==> src/rtl/sphere_stream_pkg.sv <==
// Purpose: shared types and constants for the sphere point streamer.
// Latency: none (types, constants and pure functions only).
// Backpressure: not applicable.
package sphere_stream_pkg;

    // Run sequencer states
    typedef enum logic [2:0] {
        ST_IDLE      = 3'd0,
        ST_ISSUE     = 3'd1,
        ST_WAIT_DONE = 3'd2,
        ST_CAPTURE   = 3'd3,
        ST_FINISH    = 3'd4
    } state_t;

    // 1.0 in Q16.16
    localparam logic [31:0] ONE = 32'h0001_0000;

    localparam int COORD_W = 32;

    // Captured generator result, x in the most significant word
    typedef struct packed {
        logic [COORD_W-1:0] x;
        logic [COORD_W-1:0] y;
        logic [COORD_W-1:0] z;
    } point_t;

    // FIFO entry is {x, y, z, k, last}; only k has a configurable width
    localparam int ENTRY_FIXED_W = 3 * COORD_W + 1;

    function automatic int entry_width(input int k_width);
        return ENTRY_FIXED_W + k_width;
    endfunction

    // True when |v| > 1.0 for a signed Q16.16 value
    function automatic logic exceeds_one(input logic [COORD_W-1:0] v);
        return ($signed(v) > $signed(ONE)) || ($signed(v) < -$signed(ONE));
    endfunction

endpackage

==> src/rtl/sphere_stream_fifo.sv <==
// Purpose: synchronous circular FIFO with registered head entry and valid flag.
// Latency: a push into an empty FIFO is visible on head outputs the cycle after the write edge.
// Backpressure: full is asserted at DEPTH entries; the writer must not push while full.
module sphere_stream_fifo #(
    parameter int DEPTH = 4,
    parameter int WIDTH = 8
) (
    input  logic             clk,
    input  logic             rst,
    input  logic             push,
    input  logic [WIDTH-1:0] push_data,
    input  logic             pop,
    output logic             full,
    output logic             head_valid,
    output logic [WIDTH-1:0] head_data
);

    localparam int PTR_W = (DEPTH > 1) ? $clog2(DEPTH) : 1;

    logic [WIDTH-1:0] mem [DEPTH];
    logic [PTR_W-1:0] wr_ptr;
    logic [PTR_W-1:0] rd_ptr;
    logic [PTR_W-1:0] rd_ptr_n;
    logic [PTR_W:0]   count;
    logic [PTR_W:0]   count_n;
    logic [WIDTH-1:0] head_n;
    logic             do_pop;

    assign do_pop = pop & head_valid;
    assign full   = (count == (PTR_W+1)'(DEPTH));

    // Next pointer/count and the entry that becomes the head after this edge
    always_comb begin
        rd_ptr_n = rd_ptr + PTR_W'(do_pop);
        count_n  = count + (PTR_W+1)'(push) - (PTR_W+1)'(do_pop);
        head_n   = head_data;
        if (count_n == '0) begin
            head_n = head_data;
        end else if (count == (PTR_W+1)'(do_pop)) begin
            // FIFO drains to empty this cycle, so the incoming word is the new head
            head_n = push_data;
        end else begin
            head_n = mem[rd_ptr_n];
        end
    end

    // Storage array; contents need no reset because head_valid gates them
    always_ff @(posedge clk) begin
        if (push) begin
            mem[wr_ptr] <= push_data;
        end
    end

    // Pointers, occupancy and registered head
    always_ff @(posedge clk) begin
        if (rst) begin
            wr_ptr     <= '0;
            rd_ptr     <= '0;
            count      <= '0;
            head_valid <= 1'b0;
            head_data  <= '0;
        end else begin
            if (push) begin
                wr_ptr <= wr_ptr + PTR_W'(1);
            end
            rd_ptr     <= rd_ptr_n;
            count      <= count_n;
            head_valid <= (count_n != '0);
            head_data  <= head_n;
        end
    end

endmodule

==> src/rtl/sphere_point_streamer.sv <==
// Purpose: issues one sphere generator request per index of a run and streams tagged Q16.16 points; range check under SPHERE_STREAM_RANGE_CHECK_EN.
// Latency: generator done edge sampled at M -> FIFO write at M+1 -> out_valid after M+1; run_done one cycle after the last capture.
// Backpressure: out_ready low fills the FIFO; no new generator request is issued while the FIFO is full.
module sphere_point_streamer
    import sphere_stream_pkg::*;
#(
    parameter int FIFO_DEPTH = 4,
    parameter int K_WIDTH    = 32
) (
    input  logic               clk,
    input  logic               rst,
    input  logic               cfg_start,
    input  logic [K_WIDTH-1:0] cfg_k_first,
    input  logic [31:0]        cfg_count,
    input  logic [1:0]         cfg_base_sel0,
    input  logic [1:0]         cfg_base_sel1,
    input  logic               abort,
    output logic               busy,
    output logic               run_done,
    output logic               gen_start,
    output logic [K_WIDTH-1:0] gen_k,
    output logic [1:0]         gen_base_sel0,
    output logic [1:0]         gen_base_sel1,
    input  logic               gen_ready,
    input  logic               gen_done,
    input  logic [31:0]        gen_x,
    input  logic [31:0]        gen_y,
    input  logic [31:0]        gen_z,
    output logic               out_valid,
    input  logic               out_ready,
    output logic [31:0]        out_x,
    output logic [31:0]        out_y,
    output logic [31:0]        out_z,
    output logic [K_WIDTH-1:0] out_k,
    output logic               out_last,
    output logic               err_range
);

    localparam int ENTRY_W = entry_width(K_WIDTH);

    state_t             state;
    state_t             state_n;
    logic [K_WIDTH-1:0] k_cur;
    logic [31:0]        remaining;
    logic [1:0]         sel0_q;
    logic [1:0]         sel1_q;
    logic               abort_flag;
    logic               done_q;
    logic               done_edge;
    point_t             cap_pt;
    logic               accept;
    logic               push;
    logic               gen_start_n;
    logic               run_done_n;
    logic               fifo_full;
    logic               last_bit;
    logic [ENTRY_W-1:0] push_data;
    logic [ENTRY_W-1:0] head_data;

    // A done level held over from an earlier request produces no edge
    assign done_edge     = gen_done & ~done_q;
    assign last_bit      = (remaining == 32'd1);
    assign push_data     = {cap_pt, k_cur, last_bit};
    assign gen_k         = k_cur;
    assign gen_base_sel0 = sel0_q;
    assign gen_base_sel1 = sel1_q;

    // State register
    always_ff @(posedge clk) begin
        if (rst) begin
            state <= ST_IDLE;
        end else begin
            state <= state_n;
        end
    end

    // Next state and per-cycle controls
    always_comb begin
        state_n     = state;
        accept      = 1'b0;
        push        = 1'b0;
        gen_start_n = 1'b0;
        run_done_n  = 1'b0;
        case (state)
            ST_IDLE: begin
                // busy is still high for the cycle after run_done
                if (cfg_start && !busy) begin
                    accept  = 1'b1;
                    state_n = (cfg_count == '0) ? ST_FINISH : ST_ISSUE;
                end
            end
            ST_ISSUE: begin
                if (abort) begin
                    state_n = ST_FINISH;
                end else if (gen_ready && !fifo_full) begin
                    gen_start_n = 1'b1;
                    state_n     = ST_WAIT_DONE;
                end
            end
            ST_WAIT_DONE: begin
                // An aborted request still runs to completion; its result is dropped
                if (done_edge) begin
                    state_n = (abort_flag || abort) ? ST_FINISH : ST_CAPTURE;
                end
            end
            ST_CAPTURE: begin
                push    = 1'b1;
                state_n = last_bit ? ST_FINISH : ST_ISSUE;
            end
            ST_FINISH: begin
                run_done_n = 1'b1;
                state_n    = ST_IDLE;
            end
            default: begin
                state_n = ST_IDLE;
            end
        endcase
    end

    // Run context, generator handshake and result capture
    always_ff @(posedge clk) begin
        if (rst) begin
            busy       <= 1'b0;
            run_done   <= 1'b0;
            gen_start  <= 1'b0;
            k_cur      <= '0;
            remaining  <= '0;
            sel0_q     <= '0;
            sel1_q     <= '0;
            abort_flag <= 1'b0;
            done_q     <= 1'b0;
            cap_pt     <= '0;
        end else begin
            done_q    <= gen_done;
            gen_start <= gen_start_n;
            run_done  <= run_done_n;
            if (accept) begin
                busy <= 1'b1;
            end else if (run_done) begin
                busy <= 1'b0;
            end
            if (accept) begin
                k_cur     <= cfg_k_first;
                remaining <= cfg_count;
                sel0_q    <= cfg_base_sel0;
                sel1_q    <= cfg_base_sel1;
            end else if (push) begin
                k_cur     <= k_cur + K_WIDTH'(1);
                remaining <= remaining - 32'd1;
            end
            if (accept || state == ST_FINISH) begin
                abort_flag <= 1'b0;
            end else if (state == ST_WAIT_DONE && abort) begin
                abort_flag <= 1'b1;
            end
            if (state == ST_WAIT_DONE && done_edge) begin
                cap_pt <= '{x: gen_x, y: gen_y, z: gen_z};
            end
        end
    end

`ifdef SPHERE_STREAM_RANGE_CHECK_EN
    logic err_q;

    // Sticky out-of-range flag, cleared when a new run is accepted
    always_ff @(posedge clk) begin
        if (rst) begin
            err_q <= 1'b0;
        end else if (accept) begin
            err_q <= 1'b0;
        end else if (push && (exceeds_one(cap_pt.x) || exceeds_one(cap_pt.y) ||
                              exceeds_one(cap_pt.z))) begin
            err_q <= 1'b1;
        end
    end

    assign err_range = err_q;
`else
    assign err_range = 1'b0;
`endif

    sphere_stream_fifo #(
        .DEPTH (FIFO_DEPTH),
        .WIDTH (ENTRY_W)
    ) u_fifo (
        .clk        (clk),
        .rst        (rst),
        .push       (push),
        .push_data  (push_data),
        .pop        (out_ready),
        .full       (fifo_full),
        .head_valid (out_valid),
        .head_data  (head_data)
    );

    assign {out_x, out_y, out_z, out_k, out_last} = head_data;

endmodule

==> config.mk <==
export PLATFORM = sky130hd
export DESIGN_NAME = sphere_point_streamer
export DESIGN_NICKNAME = d
export VERILOG_FILES = /design/src/rtl/sphere_stream_pkg.sv /design/src/rtl/sphere_stream_fifo.sv /design/src/rtl/sphere_point_streamer.sv
export SDC_FILE = /design/constraint.sdc
export NUM_CORES = 1
export LEC_CHECK = 0
export CAP_MARGIN = 0
export CORE_MARGIN = 2
export CORE_UTILIZATION = 47
export DETAILED_ROUTE_END_ITERATION = 8
export PLACE_DENSITY_LB_ADDON = 0.05
export SLEW_MARGIN = 20
export SYNTH_ARGS = -nofsm -noshare
export SYNTH_HDL_FRONTEND = slang
export SYNTH_SLANG_ARGS = --single-unit
==> constraint.sdc <==
create_clock -name clk -period 5.1 [get_ports clk]
set_input_delay 0.765 -clock clk [delete_from_list [all_inputs] [get_ports clk]]
set_output_delay 0.765 -clock clk [all_outputs]
set_load 0.02 [all_outputs]
==> impl_summary.md <==
Outcome
The run finished with clean final reports.

Floorplan
Measured along the x axis, the die boundary spans 264 um. The initial core utilization is 0.474. The vertical die dimension is 264 um. The standard cell core area is 67000 um2. The floorplan has 95 rows. The die area is 69700 um2.

341 I/O pins were placed.

Pwr
The clock power share is 0.307. The power per standard cell area is 525 nW/um2. For this design the total switching power over the nets is 6640 uW.

Of the total power, the share spent switching nets is 0.324. The share of total power dissipated in combinational logic is 0.299. Internal power comes to 13900 uW. Of the total power, registers draw 0.394. The analysis attributes to cell leakage a power of 0.0127 uW. IR analysis of the VDD net gives a maximum drop of 0.000457 V.

Detailed routing
After detailed routing, the number of remaining DRC violations is 0. After the first detailed-routing iteration, the DRC count stood at 1343. After detailed routing, the number of vias per cell comes to 5.69. The number of detailed-routing iterations run before antenna repair is 5. The detail-routed net length per standard cell is 22.2 um. Across all layers, the routed design uses 20582 vias. The number of nets with antenna violations after detailed routing is 0.

The routed wire length is 80200 um.

GRT
The number of antenna violations at the first check in global routing is 2. The global routing met3 resource utilization is 0.0449. Entering global routing, the biggest net connects 114 pins. The via count of the first global-routing pass is 21000. In the global route stage, met2 resource usage came out at 0.382. The global-route track usage on met1 is 0.307. The layer flagged by global routing as most heavily used is met2. The first-pass GRT wire length is 124000 um. Across every metal layer, demand over resource in global routing totals 0.230. For this run the aggregate overflow at the end of global routing stands at 0.

Timing
The number of hold violations in the final report is 0. The worst path setup slack after routing is 1.36 ns. Setup violations remaining at the end of the flow were counted as 0. The relative slew slack is 0.349. The number of slew-limit violations in the final report is 0. Setup repair after global routing left no endpoint under its margin. In the final timing run, aggregate negative setup slack is 0 ns.

Between clock sinks in the finished design, the worst skew comes to 0.0283 ns. The highest clock frequency the design can meet is 0.268 GHz. The clock period minus final worst setup slack is 3.74 ns. In the finished design, the share of the clock period the worst path needs comes to 0.733.

The transition time at the pin with the least slew margin is 0.973 ns.

Cells and area
Summing all flip-flop and latch instances after layout gives 21700 um2. The utilization after layout is 0.582. After filler insertion, the fill cell instance count of the layout stands at 5383. Of the cells placed in the final design, the portion with a size suffix greater than 1 is 0.115. After the last flow step, the layout net total stands at 2857. In the final layout, the multi-input gates occupy 9460 um2. The area added between synthesis and finish is 22.8%.

CTS
The H-tree was split into 3 levels. TritonCTS built the clock tree. The root buffer cell is clkbuf_16. After clock tree synthesis, the flow added hold-fix buffers numbering 0. For this design, the sink count on the clock tree is 825. The worst-skew pair later-pin latency is 0.62 ns. Clock-pin slew was measured on the worst setup and hold paths at 0.06 ns. After clock tree synthesis, the repair step resized 0 gates. The number of setup buffers added after CTS is 0.

The clock passes through at most 3 buffers. Clock tree synthesis inserted a total of 85 buffers.

Logic synthesis
In the synthesized netlist the async set-or-reset flop fraction comes to 0. The total nets after synthesis is 2566. The share of the Yosys chip area taken by registers is 0.682. The number of library cell types mapped by synthesis is 56. In this run the mean area of a mapped cell was 13.3 um2.

Counting flops and latches in the post-synthesis netlist gives 825. The number of enable-type register cells in the synthesized netlist is 516. The predominant post-synthesis flop cell is edfxtp_1. The cell area that synthesis handed to floorplanning was 31800 um2. The count of synthesis-stage warnings from yosys is 0. Counting every instance in the synthesized netlist gives 2384.

Worst setup path
The depth of the worst register-to-register path is 11. The launching element type of the critical path is an input pin. The critical path is of the input pin to flip-flop type. The top fanout value on the critical path is 46. STA classifies the critical path endpoint as a flip-flop.

The worst register-to-register path begins at u_fifo.head_valid. Setup slack on the worst reg-to-reg path comes out at 1.62 ns. The data required time of the critical path is 5.61 ns.

The data arrival time of the worst path is 4.25 ns. The endpoint of the worst register-to-register path is u_fifo.head_data[6].

Min path
In this run the most critical hold path is launched from gen_base_sel0[0]. Along the worst hold path, the cell count comes to 2. The end of the worst hold path is gen_base_sel0[0]. The min-delay analysis places its worst path in the category flip-flop to flip-flop.

Place
Input and output buffers added on the ports amount to 339. The sum of net half-perimeters after detailed placement is 46500 um. Timing analysis after detailed placement gives a worst setup slack of 0.749 ns.

At the end of routability-driven placement, the weighted congestion stood at 0.802.

Run
The max-cap check violation count is 0.
cell usage after synthesis (all sizes together), types with 2 or more instances:
library cell / count / share of area
xnor2: 16 / 0.0044
and4: 3 / 0.00083
nand2: 483 / 0.057
nor2: 193 / 0.023
a31oi: 10 / 0.0020
mux2i: 2 / 0.00063
a32oi: 2 / 0.00055
o21ai: 14 / 0.0022
nand4: 19 / 0.0037
and2: 9 / 0.0018
or3: 13 / 0.0026
a21oi: 144 / 0.023
nand3b: 2 / 0.00047
nand4b: 2 / 0.00055
dfxtp: 309 / 0.19
nand3: 20 / 0.0031
o21a: 2 / 0.00047
nor3: 29 / 0.0047
and3: 6 / 0.0012
buf: 20 / 0.0030
a22oi: 9 / 0.0021
a221oi: 3 / 0.00083
a311oi: 132 / 0.036
or4: 13 / 0.0033
o31ai: 2 / 0.00063
xor2: 14 / 0.0039
o311ai: 7 / 0.0019
mux4: 129 / 0.091
clkbuf: 152 / 0.018
ha: 10 / 0.0039
nor4: 20 / 0.0041
nor2b: 7 / 0.0014
or2: 4 / 0.00079
o211ai: 10 / 0.0024
nand2b: 4 / 0.00079
a211oi: 28 / 0.0066
inv: 16 / 0.0019
edfxtp: 516 / 0.49
cells by family after synthesis:
logic type / share of synthesized area
flops: 0.682
simple gates: 0.110
compound gates: 0.0798
xor+xnor: 0.00827
buf+inv: 0.0230
other cells: 0.000118
mux: 0.0920
fa+ha+maj: 0.00457
worst max-delay path by stage:
stage               cells past startpoint  startpoint                   end
CTS                                    12   out_ready   u_fifo.head_data[6]
global route                           12   out_ready   u_fifo.head_data[9]
finish                                 12   out_ready   u_fifo.head_data[6]
floorplan                               5    state[2]      u_fifo.mem[1][0]
global placement                       12   out_ready   u_fifo.head_data[4]
detailed placement                     12   out_ready  u_fifo.head_data[11]
through the flow:
stage | total power, uW | instance area, um2 | hold WS (ns) | cells
4_1_cts | 20700 | 39000 | 0.467 | 3618
3_3_place_gp | 14300 | 36200 | 0.446 | 3461
2_1_floorplan | 11900 | 31800 | 0.438 | 2384
5_1_grt | 21500 | 39000 | 0.479 | 3619
6_report | 20500 | 39000 | 0.466 | 3619
3_5_place_dp | 14400 | 36200 | 0.453 | 3461
power by group through the flow:
stage / combinational (uW) / clock, uW / sequential [uW]
2_1_floorplan: 3330 / 0 / 8550
3_3_place_gp: 6060 / 0 / 8220
3_5_place_dp: 6210 / 0 / 8230
4_1_cts: 6230 / 6420 / 8090
5_1_grt: 6690 / 6700 / 8140
6_report: 6130 / 6290 / 8080
worst max-delay path, stage by stage:
cell and delay [ns]:
clkdlybuf4s50_1 0.44, and2_1 0.22, ha_1 0.34, inv_1 0.09, ha_1 0.21, fa_1 0.41
xnor2_1 0.18, xnor2_1 0.17, or3_4 0.66, buf_4 0.39, nor2_1 0.07, a311oi_1 0.29
flip-flops by register name, summed over array words and instances, names as in the netlist:
register / count
state: 3
abort_flag: 1
cap_pt: 96
u_fifo.wr_ptr: 2
busy: 1
u_fifo.mem: 516
u_fifo.head_valid: 1
gen_start: 1
run_done: 1
u_fifo.rd_ptr: 2
gen_base_sel1: 2
u_fifo.head_data: 129
done_q: 1
remaining: 32
gen_k: 32
gen_base_sel0: 2
u_fifo.count: 3
cells in the final DEF (no fill, tap or decap), types with 11 or more instances in the layout:
cell type	count
xor2_1	13
or3_1	11
nor2_1	192
clkbuf_8	14
buf_4	20
dfxtp_1	309
clkbuf_16	90
nor4_1	18
or4_1	11
clkbuf_1	23
a311oi_1	132
inv_1	16
edfxtp_1	516
nand4_1	19
clkinv_2	13
a21oi_1	144
mux4_2	129
nand2_1	483
clkdlybuf4s50_1	338
o21ai_0	14
buf_12	17
a211oi_1	28
xnor2_1	16
nor3_1	26
nand3_1	19
layer usage:
layer / vias to the layer above / wire [um] / part of all wire
met1: 10359 / 34400 / 0.43
met2: 592 / 39100 / 0.49
met5: - / 12 / 0.00015
met4: 2 / 1800 / 0.022
li1: 9529 / - / -
met3: 100 / 4920 / 0.061
layout make-up:
cell class              instances  share of cell area
flip-flops and latches        825               0.555
multi-input cells            1370               0.242
repair buffers                376              0.0996
clock buffers                 127              0.0648
well taps                     873              0.0280
clock inverters                30             0.00824
inverters                      17             0.00163
diodes                          1           0.0000641
No activity file was read; power rests on OpenSTA's default activity.
